## src/rtl/cmp_counter.sv

```systemverilog
// ---------------------------------------------------------------------------
// cmp_counter
//   Single-slope style conversion counter. The analog front end is discharged
//   for RST_CYCLES clocks. Then b counts up from 0 until the synchronised
//   comparator fires or the count saturates. The count at termination is
//   captured into dout, with ovf marking a saturation timeout.
//
// Parameters
//   WIDTH       : count / result width (>= 2)
//   RST_CYCLES  : discharge pulse length in clk cycles (>= 1)
//   SYNC_STAGES : comparator synchroniser depth (>= 1)
//
// Ports
//   clk    : clock, all state on rising edge
//   rst    : synchronous active-high reset
//   en     : enable; low aborts or blocks conversions
//   mode   : 0 = free-run, 1 = single-shot
//   start  : single-shot trigger, looked at only in IDLE
//   cmp    : asynchronous comparator input
//   b      : live count
//   reset  : discharge control, high = discharge
//   dout   : last captured count
//   dvalid : one-cycle pulse, dout/ovf updated in the same cycle
//   ovf    : dout came from a saturation timeout
//   busy   : state is not IDLE
// ---------------------------------------------------------------------------
module cmp_counter #(
   parameter int WIDTH       = 5,
   parameter int RST_CYCLES  = 1,
   parameter int SYNC_STAGES = 2
) (
   input  logic             clk,
   input  logic             rst,
   input  logic             en,
   input  logic             mode,
   input  logic             start,
   input  logic             cmp,
   output logic [WIDTH-1:0] b,
   output logic             reset,
   output logic [WIDTH-1:0] dout,
   output logic             dvalid,
   output logic             ovf,
   output logic             busy
);

   localparam int DW = (RST_CYCLES > 1) ? $clog2(RST_CYCLES) : 1;
   localparam logic [WIDTH-1:0] B_MAX  = {WIDTH{1'b1}};
   localparam logic [DW-1:0]    DIS_END = DW'(RST_CYCLES - 1);

   typedef enum logic [1:0] {
      S_IDLE      = 2'd0,
      S_DISCHARGE = 2'd1,
      S_COUNT     = 2'd2
   } state_t;

   state_t                 state_q, state_d;
   logic [WIDTH-1:0]       b_q, b_d;
   logic [WIDTH-1:0]       dout_q, dout_d;
   logic                   ovf_q, ovf_d;
   logic                   dvalid_q, dvalid_d;
   logic                   reset_q, reset_d;
   logic                   busy_q, busy_d;
   logic [DW-1:0]          dis_q, dis_d;
   logic [SYNC_STAGES-1:0] sync_q, sync_d;
   logic                   cmp_s;

   // Oldest synchroniser stage is the only comparator view used below.
   assign cmp_s = sync_q[SYNC_STAGES-1];

   always_comb begin
      sync_d[0] = cmp;
      for (int i = 1; i < SYNC_STAGES; i++) sync_d[i] = sync_q[i-1];

      state_d  = state_q;
      b_d      = b_q;
      dis_d    = dis_q;
      dout_d   = dout_q;
      ovf_d    = ovf_q;
      dvalid_d = 1'b0;

      case (state_q)
         S_IDLE: begin
            b_d   = '0;
            dis_d = '0;
            if (en && (!mode || start)) state_d = S_DISCHARGE;
         end

         S_DISCHARGE: begin
            b_d = '0;
            if (!en) begin
               state_d = S_IDLE;
               dis_d   = '0;
            end else if (dis_q == DIS_END) begin
               state_d = S_COUNT;
               dis_d   = '0;
            end else begin
               dis_d = dis_q + DW'(1);
            end
         end

         S_COUNT: begin
            if (!en) begin
               // Abort: no capture, dout/ovf keep the last result.
               state_d = S_IDLE;
               b_d     = '0;
            end else if (cmp_s || (b_q == B_MAX)) begin
               // Comparator has priority over saturation for the ovf flag.
               dout_d   = b_q;
               ovf_d    = !cmp_s;
               dvalid_d = 1'b1;
               b_d      = '0;
               state_d  = mode ? S_IDLE : S_DISCHARGE;
            end else begin
               b_d = b_q + WIDTH'(1);
            end
         end

         default: begin
            state_d = S_IDLE;
            b_d     = '0;
            dis_d   = '0;
         end
      endcase

      // Status outputs are registered from the next state so they line up
      // with the state they describe.
      reset_d = (state_d != S_COUNT);
      busy_d  = (state_d != S_IDLE);
   end

   always_ff @(posedge clk) begin
      if (rst) begin
         state_q  <= S_IDLE;
         b_q      <= '0;
         dout_q   <= '0;
         ovf_q    <= 1'b0;
         dvalid_q <= 1'b0;
         reset_q  <= 1'b1;
         busy_q   <= 1'b0;
         dis_q    <= '0;
         sync_q   <= '0;
      end else begin
         state_q  <= state_d;
         b_q      <= b_d;
         dout_q   <= dout_d;
         ovf_q    <= ovf_d;
         dvalid_q <= dvalid_d;
         reset_q  <= reset_d;
         busy_q   <= busy_d;
         dis_q    <= dis_d;
         sync_q   <= sync_d;
      end
   end

   assign b      = b_q;
   assign reset  = reset_q;
   assign dout   = dout_q;
   assign dvalid = dvalid_q;
   assign ovf    = ovf_q;
   assign busy   = busy_q;

endmodule

```

## config.mk

```make
export PLATFORM = sky130hd
export DESIGN_NAME = cmp_counter
export DESIGN_NICKNAME = d
export VERILOG_FILES = /design/src/rtl/cmp_counter.sv
export SDC_FILE = /design/constraint.sdc
export NUM_CORES = 1
export LEC_CHECK = 0
export ABC_AREA = 1
export CAP_MARGIN = 20
export CORE_MARGIN = 1
export CORE_UTILIZATION = 45
export CTS_CLUSTER_DIAMETER = 40
export CTS_CLUSTER_SIZE = 10
export DETAILED_ROUTE_END_ITERATION = 10
export PLACE_DENSITY = 0.76
export SKIP_CTS_REPAIR_TIMING = 1
export SLEW_MARGIN = 30
export SYNTH_ARGS = -nofsm -noshare
export SYNTH_HDL_FRONTEND = slang
export SYNTH_SLANG_ARGS = --single-unit
```

## constraint.sdc

```tcl
create_clock -name clk -period 2.75 [get_ports clk]
set_clock_uncertainty 0.05 [all_clocks]
set_input_delay 0.275 -clock clk [delete_from_list [all_inputs] [get_ports clk]]
set_output_delay 0.275 -clock clk [all_outputs]
set_load 0.01 [all_outputs]
```

==> reports/qor.yml, run 1 <==
critical_path:
  r2r-start: "b[0]$_SDFF_PP0_"
  crit_type: "register to primary output"
  cpLargestDelayFamily: "buffers and inverters"
  critical_path.startpoint: "b[2]$_SDFF_PP0_"
  critical_path_buf_inv_count: 1
  startpoint_type: "register"
  cp_cell_sequence: "clkdlybuf4s50_1"
  crit_path_max_incr_delay_ps: 570
  crit_required_ps: 2420
  crit_path_max_fanout: 5
  endpoint_kind: "primary output"
  cp_slowest_cell: "clkdlybuf4s50_1"
  crit_arrival_ps: 1280
job:
  cap_violations: 0
drt:
  initialDrtViolationCount: 12
  wl_per_cell_um: 9.24
  ant_nets: 0
  vias_per_cell: 4.46
  drc: 0
  via_count: 566
  drt_wl_total_um: 1170
  dr.pass1.iters: 4
floorplan:
  start_util: 0.511
  die_w_um: 41.4
  fp.dieH_um: 41.4
  placement_rows: 13
  pin_count: 20
  core_mm2: 0.00137
  die-area_mm2: 0.00171
power:
  power_density_mw_per_mm2: 450
  ir_drop_v: 0.000463
  leakage_nw: 0.383
placed_design:
  dp_hpwl_um: 926
  place.gp.congestion: 0.781
  io_buffers: 19
  dp_slack_ps: 1180
  dpl.cell_count: 124
timing:
  finalCritPeriodShare: 0.583
  timing.final.ws_setup_ps: 1150
  maxSlewViolCount: 0
  holdWs_ps: 376
  period_needed_ps: 1600
  finalSetupViolCount: 0
  rsz0062_at_grt: "no"
  hold_viol: 0
  tns_ps: 0
  max_freq_mhz: 624
  worstMarginPinSlew_ps: 290
  max-slew-margin-rel: 0.806
global_route:
  grt_overflow: 0
  grt_max_degree: 10
  grt_pass1_vias: 449
  track_usage: 0.175
  grt_pass1_wl_um: 1830
  antenna_found_initial: 0
logic_synthesis:
  yosysTopAreaCell: "dfxtp_1"
  synth_area_leaders: "dfxtp_1, nor2_1, inv_1"
  avgSynthCellArea_um2: 7.76
  ys_ff_latch: 18
  synth_top_area_frac: 0.516
  synth_area_um2: 698
  ys_types: 15
  synthCells: 90
  seq_area_frac_synth: 0.516
  synth_warnings: 0
  synthesis.nets: 98
layout:
  drive_gt1_frac: 0.0893
  multi_input_area_um2: 270
  layout.nets: 122
  layout.cells.most_common: "nor2_1"
  regArea_um2: 360
  syn_to_final_growth_pct: 33.2
  mostFrequentLayoutCells: "nor2_1, clkdlybuf4s50_1, dfxtp_1, inv_1, nand2_1"
  antenna_cells: 0
  fillers: 124
  fin_cells: 127
clock_tree:
  clk_pin_slew_worst_paths_ps: 90
  cts_sinks: 18
  clock_latency_ps: 280
  cts_tree: "yes"
  cts_max_level: 1
  cts_made_buffers: 3
  cts_root_buffer: "clkbuf_4"
  clock_path_buffers: 2
worst_hold_path:
  min_from: "sync_q[0]$_SDFF_PP0_"
  hold_class: "register to register"
status:
  outcome: "finished, final reports clean"
through the flow:
stage | utilization | total power [mW] | area [um^2]
5_1_grt | 0.680 | 0.438 | 930
2_1_floorplan | - | 0.288 | 698
6_report | 0.680 | 0.419 | 930
3_5_place_dp | 0.664 | 0.304 | 907
4_1_cts | 0.680 | 0.424 | 930
3_3_place_gp | 0.664 | 0.303 | 907
final timing paths:
check | endpoint | cells after the start | slack (ps)
hold reg to reg | sync_q[1]$_SDFF_PP0_ | 2 | 380
setup reg to reg | busy$_SDFF_PP0_ | 9 | 1170
hold / removal | sync_q[1]$_SDFF_PP0_ | 2 | 380
setup / recovery | b[2] | 1 | 1150
state kept, by name (all words and copies together), names as in the netlist:
name	cells
ovf	1
busy	1
dvalid	1
state_q	2
reset	1
dout	5
sync_q	2
b	5
cell families (layout without fill, tap and decap cells):
kind of cell / Yosys count / after routing / share of synthesized area
and+or+nand+nor: 47 / 47 / 0.305
DFF: 18 / 18 / 0.516
buffers and inverters: 18 / 40 / 0.0968
AOI/OAI and AO/OA: 3 / 3 / 0.0215
adders and majority gates: 2 / 2 / 0.0358
xor gates and xnor gates: 2 / 2 / 0.0251
report_power, final:
part	internal (mW)	total, mW	switching, mW
Clock	0.0509	0.121	0.0704
Sequential	0.265	0.268	0.00242
Combinational	0.0147	0.0298	0.0151
Total	0.331	0.419	0.0879
layer usage:
| layer | up-vias | routed length [um] | GRT usage |
|---|---|---|---|
| li1 | 314 | - | - |
| met2 | 19 | 512 | 0.266 |
| met4 | 0 | 40 | 0.145 |
| met5 | - | 0 | 0 |
| met1 | 229 | 560 | 0.203 |
| met3 | 4 | 60 | 0.0479 |
synth_stat cells:
library cell  count
nor2_4            2
o21ai_0           2
inv_1            16
xor2_1            1
nand3_2           1
ha_1              2
inv_2             2
a21oi_1           1
nor2_1           23
nand3_1           7
nor3_1            1
nand2_1          11
xnor2_1           1
dfxtp_1          18
nor2_2            2
worst reg2reg max path, cell delays in order, from the launching register on:
cell and delay [ps]:
dfxtp_1 410, ha_1 210, nand2_1 60, nor2_1 90
ha_1 190, nor2_4 70, nand2_1 70, nor2_2 40
nor2_1 180, nand2_1 90
area by class of cell:
cell class                      count  share of cell area
Clock buffer                        3              0.0242
Tap cell                           15              0.0202
Timing Repair Buffer               19               0.205
Inverter                           18              0.0727
Multi-Input combinational cell     54               0.291
Sequential cell                    18               0.388
(Power assumes the default switching activity.)
==> run 2, diff against run 1 <==
--- a/config.mk
+++ b/config.mk
@@ -8,11 +8,11 @@
 export ABC_AREA = 1
 export CAP_MARGIN = 20
 export CORE_MARGIN = 1
-export CORE_UTILIZATION = 45
+export CORE_UTILIZATION = 44
 export CTS_CLUSTER_DIAMETER = 40
 export CTS_CLUSTER_SIZE = 10
 export DETAILED_ROUTE_END_ITERATION = 10
-export PLACE_DENSITY = 0.76
+export PLACE_DENSITY = 0.75
 export SKIP_CTS_REPAIR_TIMING = 1
 export SLEW_MARGIN = 30
 export SYNTH_ARGS = -nofsm -noshare
==> constraint.sdc (replaced) <==
create_clock -name clk -period 1.58 [get_ports clk]
set_clock_uncertainty 0.05 [all_clocks]
set_input_delay 0.158 -clock clk [delete_from_list [all_inputs] [get_ports clk]]
set_output_delay 0.158 -clock clk [all_outputs]
set_load 0.01 [all_outputs]
==> reports/qor.yml, run 2 (synthesized netlist as in run 1, its figures left out) <==
placed_design:
  dp_slack_ps: 42.8  # -1140 ps
  placed_cell_area_um2: 923  # +1.8%
  io_buffers: 19  # unchanged
  dp_hpwl_um: 898  # -3.1%
  place.gp.congestion: 0.759  # -2.9%
drt:
  initialDrtViolationCount: 8  # -4
  drt_wl_total_um: 1200  # +2.0%
  wl_per_cell_um: 9.00  # -2.6%
  via_count: 596  # +5.3%
  drc: 0  # unchanged
  ant_nets: 0  # unchanged
  dr.pass1.iters: 4  # unchanged
  vias_per_cell: 4.48  # +0.55%
timing:
  hold_viol: 0  # unchanged
  worstMarginPinSlew_ps: 312  # +21.9 ps
  maxSlewViolCount: 0  # unchanged
  finalSetupViolCount: 0  # unchanged
  max_freq_mhz: 665
  max-slew-margin-rel: 0.791  # -0.0147
  timing.final.ws_setup_ps: 77.1  # -1070 ps
  tns_ps: 0  # unchanged
  period_needed_ps: 1500
  finalCritPeriodShare: 0.951
global_route:
  grt_overflow: 0  # unchanged
  grt_pass1_wl_um: 2000  # +9.5%
  antenna_found_initial: 0  # unchanged
  grt_pass1_vias: 476  # +6.0%
  track_usage: 0.154  # -0.0215
  grt_max_degree: 11  # +1
critical_path:
  crit_required_ps: 1370  # -1050 ps
  rr_endpoint: "b[1]$_SDFF_PP0_"
  crit_path_max_fanout: 4  # -1
  rr_worst_depth: 9  # unchanged
  startpoint_type: "register"
  endpoint_kind: "primary output"
  r2r_slack_ps: 90  # -1080 ps
  r2r-start: "b[0]$_SDFF_PP0_"
  crit_type: "register to primary output"
  crit_arrival_ps: 1290  # about the same
layout:
  final_area_um2: 981  # +5.5%
  mostFrequentLayoutCells: "nor2_1, clkdlybuf4s50_1, dfxtp_1, inv_1, nand2_1"
  multi_input_area_um2: 275  # +1.9%
  antenna_cells: 0  # unchanged
  regArea_um2: 362  # +0.35%
  layout.nets: 126  # +3.3%
  syn_to_final_growth_pct: 40.5
  fillers: 130  # +4.8%
  layout.cells.most_common: "nor2_1"
  drive_gt1_frac: 0.154  # +0.0646
floorplan:
  placement_rows: 14  # +1
  die-area_mm2: 0.00175  # +2.2%
  pin_count: 20  # unchanged
  start_util: 0.469  # -0.0421
  fp.dieH_um: 41.8  # +1.1%
  core_mm2: 0.00149  # +9.0%
  die_w_um: 41.8  # +1.1%
worst_hold_path:
  min_from: "cmp"
  hold_end: "sync_q[0]$_SDFF_PP0_"
  hold_class: "input pin to register"
  min_path_cells: 3  # +1
status:
  outcome: "finished, final reports clean"
power:
  power_density_mw_per_mm2: 814  # +81%
  power_uw: 798  # +91%
  leakage_nw: 0.408  # +6.7%
  ir_drop_v: 0.000609  # +31%
clock_tree:
  cts_sinks: 18  # unchanged
  cts_made_buffers: 3  # unchanged
  clock_path_buffers: 2  # unchanged
  cts_root_buffer: "clkbuf_4"
  cts_max_level: 1  # unchanged
  clk_pin_slew_worst_paths_ps: 100  # about the same
  cts_tree: "yes"
  clock_latency_ps: 290  # about the same
job:
  cap_violations: 0  # unchanged
## run 2: cell count changes in the layout (fill, tap and decap cells not counted), sizes merged
cell | previous run | this run
clkbuf | 3 | 4
buf | 0 | 4
## run 2: final cells by class
type                    instances  area share
flip-flops and latches         18       0.369
inverters                      18      0.0689
well taps                      16      0.0204
multi-input cells              54       0.281
clock buffers                   4      0.0370
repair buffers                 23       0.224
## run 2: worst max path at each step
stage | startpoint | to | depth (start not counted)
final | b[0]$_SDFF_PP0_ | b[0] | 2
after global routing | b[0]$_SDFF_PP0_ | dout[3]$_SDFFE_PP0P_ | 9
after CTS | b[1]$_SDFF_PP0_ | b[3]$_SDFF_PP0_ | 9
after detailed placement | b[1]$_SDFF_PP0_ | b[3]$_SDFF_PP0_ | 9
after global placement | b[1]$_SDFF_PP0_ | b[3]$_SDFF_PP0_ | 9
after floorplan | b[0]$_SDFF_PP0_ | b[3]$_SDFF_PP0_ | 9
## run 2: critical path, stage by stage (launching register included)
cell and delay, ps:
dfxtp_1 350, buf_4 120, clkdlybuf4s50_1 530
## run 2: per-stage QoR
step	cells	utilization	hold slack, ps
floorplan	90	-	179
global placement	127	0.620	341
detailed placement	127	0.620	355
CTS	131	0.645	314
global route	133	0.659	349
finish	133	0.659	323
## run 2: where the power goes
| group | switching (mW) | internal (mW) |
|---|---|---|
| logic | 0.0261 | 0.0274 |
| clock network | 0.139 | 0.140 |
| registers | 0.00403 | 0.462 |
## run 2: layer usage
metal  vias to the layer above  track usage  part of all wire  wire [um]
li1                        322            -                 -          -
met1                       254        0.184              0.44        529
met2                        15        0.234              0.47        568
met3                         5       0.0261             0.047         56
met4                         0        0.135             0.035         42
met5                         -            0                 0          0
